<file path="config.mk">
export PLATFORM = sky130hd
export DESIGN_NAME = regfile_wb_arb_flat
export DESIGN_NICKNAME = d
export VERILOG_FILES = /design/src/rtl/regfile_wb_arb_if.sv /design/src/rtl/regfile_wb_arb.sv /design/src/flat_wrapper.sv
export SDC_FILE = /design/constraint.sdc
export NUM_CORES = 1
export LEC_CHECK = 0
export ABC_AREA = 1
export BUFFER_PORTS_ARGS = -buffer_cell sky130_fd_sc_hd__buf_4
export CORE_MARGIN = 2
export CORE_UTILIZATION = 51
export CTS_CLUSTER_DIAMETER = 60
export DETAILED_ROUTE_END_ITERATION = 7
export PLACE_DENSITY = 0.87
export SYNTH_ARGS = -nofsm -noshare
export SYNTH_HDL_FRONTEND = slang
export SYNTH_SLANG_ARGS = --single-unit
</file>
<file path="constraint.sdc">
create_clock -name clk -period 2.82 [get_ports clk]
set_input_delay 0 -clock clk [delete_from_list [all_inputs] [get_ports clk]]
set_output_delay 0 -clock clk [all_outputs]
set_load 0.01 [all_outputs]
</file>
<file path="src/rtl/regfile_wb_arb_if.sv">
// rtl/regfile_wb_arb_if.sv - writeback requester, register-file write and hazard-check signal bundle
interface regfile_wb_arb_if;
  logic        req0_valid;
  logic        req0_ready;
  logic [4:0]  req0_addr;
  logic [31:0] req0_data;
  logic        req1_valid;
  logic        req1_ready;
  logic [4:0]  req1_addr;
  logic [31:0] req1_data;
  logic        rf_wen;
  logic [4:0]  rf_waddr;
  logic [31:0] rf_wdata;
  logic [4:0]  chk_addr1;
  logic [4:0]  chk_addr2;
  logic        haz1;
  logic        haz2;

  modport slave (
    input  req0_valid, req0_addr, req0_data,
    input  req1_valid, req1_addr, req1_data,
    input  chk_addr1, chk_addr2,
    output req0_ready, req1_ready,
    output rf_wen, rf_waddr, rf_wdata,
    output haz1, haz2
  );

  modport master (
    output req0_valid, req0_addr, req0_data,
    output req1_valid, req1_addr, req1_data,
    output chk_addr1, chk_addr2,
    input  req0_ready, req1_ready,
    input  rf_wen, rf_waddr, rf_wdata,
    input  haz1, haz2
  );
endinterface

</file>
<file path="src/rtl/regfile_wb_arb.sv">
// rtl/regfile_wb_arb.sv - two-requester register-file writeback arbiter with per-requester FIFOs
// Define WBARB_RR_EN for round-robin arbitration; otherwise requester 0 has fixed priority.
module regfile_wb_arb #(
  parameter int DEPTH = 2
) (
  input logic              clk,
  input logic              rst,
  regfile_wb_arb_if.slave  bus
);
  localparam int AW = $clog2(DEPTH);
  localparam logic [AW:0] FULL_CNT = DEPTH[AW:0];

  logic [4:0]    fa_q [2][DEPTH];
  logic [4:0]    fa_d [2][DEPTH];
  logic [31:0]   fd_q [2][DEPTH];
  logic [31:0]   fd_d [2][DEPTH];
  logic [AW-1:0] wp_q [2];
  logic [AW-1:0] wp_d [2];
  logic [AW-1:0] rp_q [2];
  logic [AW-1:0] rp_d [2];
  logic [AW:0]   cnt_q [2];
  logic [AW:0]   cnt_d [2];
  logic          wen_q, wen_d;
  logic [4:0]    waddr_q, waddr_d;
  logic [31:0]   wdata_q, wdata_d;
`ifdef WBARB_RR_EN
  logic          rr_q, rr_d;
`endif

  logic [1:0]    valid_in, ready_w, push, pop, nempty;
  logic [4:0]    addr_in [2];
  logic [31:0]   data_in [2];
  logic          gnt_vld, gnt;
  logic          hit1, hit2;
  logic [AW-1:0] idx;

  always_comb begin
    valid_in   = {bus.req1_valid, bus.req0_valid};
    addr_in[0] = bus.req0_addr;
    addr_in[1] = bus.req1_addr;
    data_in[0] = bus.req0_data;
    data_in[1] = bus.req1_data;
    for (int n = 0; n < 2; n++) begin
      ready_w[n] = rst && (cnt_q[n] != FULL_CNT);
      nempty[n]  = (cnt_q[n] != '0);
    end
  end

  assign bus.req0_ready = ready_w[0];
  assign bus.req1_ready = ready_w[1];

  // gnt selects requester 1 when set; meaningful only while gnt_vld.
  always_comb begin
    gnt_vld = |nempty;
`ifdef WBARB_RR_EN
    if (nempty == 2'b11) gnt = rr_q;
    else                 gnt = ~nempty[0];
`else
    gnt = ~nempty[0];
`endif
    pop = {gnt_vld & gnt, gnt_vld & ~gnt};
  end

  always_comb begin
    fa_d    = fa_q;
    fd_d    = fd_q;
    wp_d    = wp_q;
    rp_d    = rp_q;
    cnt_d   = cnt_q;
    wen_d   = 1'b0;
    waddr_d = waddr_q;
    wdata_d = wdata_q;
`ifdef WBARB_RR_EN
    rr_d    = rr_q;
`endif
    for (int n = 0; n < 2; n++) begin
      // Writes to x0 are acknowledged but never buffered.
      push[n] = valid_in[n] && ready_w[n] && (addr_in[n] != 5'd0);
      if (push[n]) begin
        fa_d[n][wp_q[n]] = addr_in[n];
        fd_d[n][wp_q[n]] = data_in[n];
        wp_d[n]          = wp_q[n] + 1'b1;
      end
      if (pop[n]) rp_d[n] = rp_q[n] + 1'b1;
      case ({push[n], pop[n]})
        2'b10:   cnt_d[n] = cnt_q[n] + 1'b1;
        2'b01:   cnt_d[n] = cnt_q[n] - 1'b1;
        default: cnt_d[n] = cnt_q[n];
      endcase
    end
    if (gnt_vld) begin
      wen_d   = 1'b1;
      waddr_d = fa_q[gnt][rp_q[gnt]];
      wdata_d = fd_q[gnt][rp_q[gnt]];
`ifdef WBARB_RR_EN
      rr_d    = ~gnt;
`endif
    end
  end

  always_comb begin
    hit1 = wen_q && (waddr_q == bus.chk_addr1);
    hit2 = wen_q && (waddr_q == bus.chk_addr2);
    idx  = '0;
    for (int n = 0; n < 2; n++) begin
      for (int i = 0; i < DEPTH; i++) begin
        idx = rp_q[n] + AW'(i);
        if ((AW+1)'(i) < cnt_q[n]) begin
          if (fa_q[n][idx] == bus.chk_addr1) hit1 = 1'b1;
          if (fa_q[n][idx] == bus.chk_addr2) hit2 = 1'b1;
        end
      end
    end
  end

  assign bus.haz1     = rst && (bus.chk_addr1 != 5'd0) && hit1;
  assign bus.haz2     = rst && (bus.chk_addr2 != 5'd0) && hit2;
  assign bus.rf_wen   = wen_q;
  assign bus.rf_waddr = waddr_q;
  assign bus.rf_wdata = wdata_q;

  always_ff @(posedge clk) begin
    fa_q <= fa_d;
    fd_q <= fd_d;
  end

  always_ff @(posedge clk) begin
    if (!rst) begin
      for (int n = 0; n < 2; n++) begin
        wp_q[n]  <= '0;
        rp_q[n]  <= '0;
        cnt_q[n] <= '0;
      end
      wen_q   <= 1'b0;
      waddr_q <= 5'd0;
      wdata_q <= 32'd0;
`ifdef WBARB_RR_EN
      rr_q    <= 1'b0;
`endif
    end else begin
      wp_q    <= wp_d;
      rp_q    <= rp_d;
      cnt_q   <= cnt_d;
      wen_q   <= wen_d;
      waddr_q <= waddr_d;
      wdata_q <= wdata_d;
`ifdef WBARB_RR_EN
      rr_q    <= rr_d;
`endif
    end
  end
endmodule

</file>
<file path="src/flat_wrapper.sv">
// flat-port wrapper written by rule: the top's interface ports become plain ports
module regfile_wb_arb_flat 
#(
  parameter int DEPTH = 2
)
  (clk, rst, bus_req0_valid, bus_req0_addr, bus_req0_data, bus_req1_valid, bus_req1_addr, bus_req1_data, bus_chk_addr1, bus_chk_addr2, bus_req0_ready, bus_req1_ready, bus_rf_wen, bus_rf_waddr, bus_rf_wdata, bus_haz1, bus_haz2);
  regfile_wb_arb_if bus_i ();
  input logic clk;
  input logic rst;
  input wire logic [$bits(bus_i.req0_valid)-1:0] bus_req0_valid;
  input wire logic [$bits(bus_i.req0_addr)-1:0] bus_req0_addr;
  input wire logic [$bits(bus_i.req0_data)-1:0] bus_req0_data;
  input wire logic [$bits(bus_i.req1_valid)-1:0] bus_req1_valid;
  input wire logic [$bits(bus_i.req1_addr)-1:0] bus_req1_addr;
  input wire logic [$bits(bus_i.req1_data)-1:0] bus_req1_data;
  input wire logic [$bits(bus_i.chk_addr1)-1:0] bus_chk_addr1;
  input wire logic [$bits(bus_i.chk_addr2)-1:0] bus_chk_addr2;
  output wire logic [$bits(bus_i.req0_ready)-1:0] bus_req0_ready;
  output wire logic [$bits(bus_i.req1_ready)-1:0] bus_req1_ready;
  output wire logic [$bits(bus_i.rf_wen)-1:0] bus_rf_wen;
  output wire logic [$bits(bus_i.rf_waddr)-1:0] bus_rf_waddr;
  output wire logic [$bits(bus_i.rf_wdata)-1:0] bus_rf_wdata;
  output wire logic [$bits(bus_i.haz1)-1:0] bus_haz1;
  output wire logic [$bits(bus_i.haz2)-1:0] bus_haz2;
  assign bus_i.req0_valid = bus_req0_valid;
  assign bus_i.req0_addr = bus_req0_addr;
  assign bus_i.req0_data = bus_req0_data;
  assign bus_i.req1_valid = bus_req1_valid;
  assign bus_i.req1_addr = bus_req1_addr;
  assign bus_i.req1_data = bus_req1_data;
  assign bus_i.chk_addr1 = bus_chk_addr1;
  assign bus_i.chk_addr2 = bus_chk_addr2;
  assign bus_req0_ready = bus_i.req0_ready;
  assign bus_req1_ready = bus_i.req1_ready;
  assign bus_rf_wen = bus_i.rf_wen;
  assign bus_rf_waddr = bus_i.rf_waddr;
  assign bus_rf_wdata = bus_i.rf_wdata;
  assign bus_haz1 = bus_i.haz1;
  assign bus_haz2 = bus_i.haz2;
  regfile_wb_arb #(.DEPTH(DEPTH)) u_core (.clk(clk), .rst(rst), .bus(bus_i));
endmodule
</file>
==> impl_results.html <==
<table>
<tr><th>Metric</th><th>Value</th></tr>
<tr><th colspan="2">Power</th></tr>
<tr><td>Switching power</td><td>3.920 mW</td></tr>
<tr><td>Switching share of power</td><td>37.89%</td></tr>
<tr><td>Sum of internal, switching and leakage power</td><td>10.34 mW</td></tr>
<tr><td>Proportion of power drawn by the clock network</td><td>22.9%</td></tr>
<tr><td>Leakage power</td><td>4.785 nW</td></tr>
<tr><td>Share of power burned in combinational logic</td><td>40.4%</td></tr>
<tr><td>Peak supply drop</td><td>0.7765 mV</td></tr>
<tr><td>Design internal power</td><td>6.424 mW</td></tr>
<tr><td>Power density of the placed cells</td><td>923.2 nW/um2</td></tr>
<tr><td>Share of power burned in registers</td><td>36.7%</td></tr>
<tr><th colspan="2">Logic synthesis</th></tr>
<tr><td>Synthesized area per cell</td><td>9.469 um2</td></tr>
<tr><td>Sequential-to-total area share from yosys stat</td><td>62.26%</td></tr>
<tr><td>Count of warnings emitted by yosys</td><td>0</td></tr>
<tr><td>Number of instances in the synthesized netlist</td><td>910</td></tr>
<tr><td>Total nets after synthesis</td><td>1007</td></tr>
<tr><td>Count of unique library cells instantiated by Yosys</td><td>27</td></tr>
<tr><td>FF+latch count, synth</td><td>194</td></tr>
<tr><td>Summed instance area of the synthesized netlist</td><td>8617 um2</td></tr>
<tr><th colspan="2">CTS</th></tr>
<tr><td>Gates resized, CTS repair</td><td>0</td></tr>
<tr><td>Number of buffers on the longest clock path</td><td>2</td></tr>
<tr><td>Number of buffers added by the clock tree synthesis step</td><td>17</td></tr>
<tr><td>Clock Latency Late Sink</td><td>0.43 ns</td></tr>
<tr><td># H-tree levels</td><td>4</td></tr>
<tr><td>Clock tree from TritonCTS</td><td>yes</td></tr>
<tr><td>Number of clock sinks seen by CTS</td><td>194</td></tr>
<tr><td>Clock slew at reported path FFs</td><td>0.07 ns</td></tr>
<tr><td>Clock root cell</td><td>clkbuf_16</td></tr>
<tr><th colspan="2">Final layout</th></tr>
<tr><td>Leading cell type in the layout, fill and taps excluded</td><td>nand2_1</td></tr>
<tr><td>Fraction of layout cells with a size suffix above 1</td><td>15.89%</td></tr>
<tr><td>Area added between synthesis and finish</td><td>30.03%</td></tr>
<tr><td>Number of filler cells placed in the layout</td><td>1150</td></tr>
<tr><td>Commonest cells after routing, fill and taps aside</td><td>215 x nand2_1, 148 x edfxtp_1, 140 x buf_4, 94 x a21oi_1, 93 x nor2_1</td></tr>
<tr><td>Post-route core utilization</td><td>67.81%</td></tr>
<tr><td>Number of inserted diodes</td><td>0</td></tr>
<tr><td>Total Nets Final</td><td>1206</td></tr>
<tr><th colspan="2">Timing</th></tr>
<tr><td>Final worst clock skew</td><td>0.01070 ns</td></tr>
<tr><td>Max Fclk</td><td>0.4023 GHz</td></tr>
<tr><td>Hold Slack</td><td>0.1328 ns</td></tr>
<tr><td>Final setup violation count</td><td>0</td></tr>
<tr><td>Final-report hold violation count</td><td>0</td></tr>
<tr><td>Setup repair after global routing missed its margin</td><td>false</td></tr>
<tr><td>Post-route fraction of the period consumed by the critical path</td><td>88.14%</td></tr>
<tr><td>Pins Over Slew Limit</td><td>0</td></tr>
<tr><td>Least-Margin Pin Slew</td><td>0.6883 ns</td></tr>
<tr><td>Time the worst path needs with I/O delays and setup</td><td>2.486 ns</td></tr>
<tr><td>Remaining max-slew budget at the tightest pin</td><td>54.11%</td></tr>
<tr><th colspan="2">Drt</th></tr>
<tr><td>Detailed-route wire length</td><td>24240 um</td></tr>
<tr><td>Average detailed-routed wire length per instance</td><td>18.09 um</td></tr>
<tr><td>Vias per cell</td><td>5.522</td></tr>
<tr><td>DRT iter0 DRCs</td><td>670</td></tr>
<tr><td>First drt pass iteration count</td><td>6</td></tr>
<tr><td>Via total after detailed routing</td><td>7399</td></tr>
<tr><td>Final ANT Viol Nets</td><td>0</td></tr>
<tr><td>DRC violation count after routing</td><td>0</td></tr>
<tr><th colspan="2">Setup path</th></tr>
<tr><td>R2R setup slack</td><td>0.42 ns</td></tr>
<tr><td>Element type at the critical path start</td><td>flip-flop</td></tr>
<tr><td>Critical R2R Launch</td><td>u_core.cnt_q[3]</td></tr>
<tr><td>Largest fanout on the critical path</td><td>20</td></tr>
<tr><td>Termination of the worst setup path</td><td>bus_haz1</td></tr>
<tr><td>Type of destination of the critical path</td><td>output port</td></tr>
<tr><td>Crit Path Class</td><td>reg -&gt; out</td></tr>
<tr><td>Worst r2r dst</td><td>u_core.bus.rf_wdata[8]</td></tr>
<tr><td>CP Data Required Time</td><td>2.82 ns</td></tr>
<tr><td>Source of the critical timing path</td><td>u_core.rp_q[1]</td></tr>
<tr><td>Depth of the worst register-to-register path</td><td>9</td></tr>
<tr><td>Critical path data arrival time</td><td>2.49 ns</td></tr>
<tr><th colspan="2">Die</th></tr>
<tr><td>Die outline width</td><td>134.0 um</td></tr>
<tr><td>Die Ht</td><td>134.0 um</td></tr>
<tr><td>Boundary Pins</td><td>130</td></tr>
<tr><td>Total die area</td><td>17950 um2</td></tr>
<tr><td>Row count</td><td>47</td></tr>
<tr><td>Effective utilization at floorplan</td><td>52.15%</td></tr>
<tr><td>Core Region</td><td>16520 um2</td></tr>
<tr><th colspan="2">Worst hold path</th></tr>
<tr><td>Path category of the worst min-delay check</td><td>in -&gt; reg</td></tr>
<tr><td>Beginning of the worst hold path</td><td>bus_req1_valid</td></tr>
<tr><th colspan="2">Place</th></tr>
<tr><td>Number of buffers inserted by port buffering</td><td>129</td></tr>
<tr><td>Estimated wirelength of the detail-placed design</td><td>14650 um</td></tr>
<tr><td>Final estimated routing congestion in global placement</td><td>0.9701</td></tr>
<tr><th colspan="2">Outcome</th></tr>
<tr><td>Run status</td><td>completed</td></tr>
<tr><th colspan="2">GRT</th></tr>
<tr><td>Global-route wire length before repair</td><td>37870 um</td></tr>
<tr><td>Combined global-route utilization of all metal layers</td><td>27.48%</td></tr>
<tr><td>Number of antenna violations at the first check in global routing</td><td>0</td></tr>
<tr><td>Maximum number of pins on one net before global-route repair</td><td>65</td></tr>
<tr><td>Final global-route overflow total</td><td>0</td></tr>
<tr><td>Number of global-route vias before repair</td><td>7358</td></tr>
<tr><th colspan="2">Run</th></tr>
<tr><td>Number of maximum-capacitance constraint violations</td><td>0</td></tr>
</table>
==> registers in the layout, indices dropped and copies added, names as in the netlist <==
| name | count |
|---|---|
| u_core.fd_q | 128 |
| u_core.bus.rf_wen | 1 |
| u_core.rp_q | 2 |
| u_core.bus.rf_waddr | 5 |
| u_core.bus.rf_wdata | 32 |
| u_core.cnt_q | 4 |
| u_core.fa_q | 20 |
| u_core.wp_q | 2 |
==> stage by stage <==
stage | setup WS [ns] | area (um2) | TNS [ns] | cells
after CTS | 0.3439 | 11200 | 0 | 1340
after global routing | 0.1381 | 11200 | 0 | 1340
after floorplan | -0.1852 | 8617 | -26.26 | 910
after global placement | 0.7015 | 9887 | 0 | 1235
final | 0.3345 | 11200 | 0 | 1340
after detailed placement | 0.6123 | 9887 | 0 | 1235
==> synth_stat cells <==
cell type | number | area share [%]
a21oi_1 | 94 | 5.5
or2_2 | 1 | 0.073
o21ai_1 | 23 | 1.3
clkbuf_1 | 20 | 0.87
xor2_1 | 3 | 0.30
nand4_1 | 2 | 0.15
clkbuf_2 | 1 | 0.058
buf_2 | 8 | 0.46
clkinv_1 | 1 | 0.044
edfxtp_1 | 148 | 52
inv_1 | 71 | 3.1
o21ai_4 | 1 | 0.19
buf_6 | 2 | 0.26
nand3_1 | 70 | 4.1
dfxtp_1 | 46 | 11
nor3_1 | 3 | 0.17
inv_4 | 1 | 0.073
nand2_1 | 216 | 9.4
o22ai_1 | 6 | 0.44
ha_1 | 9 | 1.3
buf_4 | 4 | 0.35
o21ai_0 | 51 | 3.0
o211ai_1 | 1 | 0.087
buf_1 | 5 | 0.22
a31oi_1 | 9 | 0.65
nor2_1 | 97 | 4.2
o21bai_1 | 17 | 1.5
==> power by group through the flow <==
stage | logic, mW | clock network [mW] | registers [mW]
floorplan | 2.66 | 0 | 3.83
global placement | 3.81 | 0 | 3.82
detailed placement | 3.94 | 0 | 3.83
CTS | 4.06 | 2.36 | 3.77
global route | 4.64 | 2.50 | 3.83
finish | 4.18 | 2.37 | 3.80
==> worst max-delay path, cell delays in order, from the launching register on <==
cell and delay, ns:
dfxtp_1 0.73, inv_1 0.19, buf_4 0.24, nand2_1 0.13, nand2_1 0.07, nand2_1 0.05
nand2_1 0.05, nor2_1 0.12, nand3_1 0.11, nand3_1 0.11, nor2_1 0.05, nor2_1 0.08
buf_4 0.13
==> cell type report <==
type | instances | area [um2] | area share, %
clock buffers | 22 | 454.2 | 4.054
clock inverters | 8 | 112.6 | 1.005
inverters | 73 | 276.5 | 2.468
multi-input cells | 603 | 2819 | 25.16
flip-flops and latches | 194 | 5365 | 47.88
well taps | 220 | 275.3 | 2.457
repair buffers | 220 | 1902 | 16.97
==> worst min path at each step <==
stage	endpoint	cells after the start
after floorplan	u_core.fa_q[0]	0
after global placement	u_core.fd_q[94]	1
after detailed placement	u_core.fd_q[43]	1
after CTS	u_core.wp_q[1]	3
after global routing	u_core.wp_q[1]	3
final	u_core.wp_q[0]	3
==> cells by family after synthesis <==
group	count (synthesis)	synth area share [%]
xor+xnor	3	0.3050
simple gates	389	18.09
compound gates	202	12.60
fa+ha+maj	9	1.307
flops	194	62.26
buf+inv	113	5.431
==> per-layer routing <==
| layer | track usage, % | up-vias | part of all wire [%] | wire (um) |
|---|---|---|---|---|
| met5 | 0 | - | 0 | 0 |
| met4 | 13.53 | 0 | 3.4 | 814 |
| met3 | 5.971 | 62 | 7.2 | 1737 |
| met2 | 47.75 | 371 | 52 | 12600 |
| met1 | 32.35 | 3484 | 37 | 9089 |
| li1 | - | 3482 | - | - |
==> repair_timing <==
action	4_1_cts	5_1_grt
buffers inserted	0	0
hold endpoints to repair	163	0
hold buffers	75	0
(Power assumes the default switching activity.)
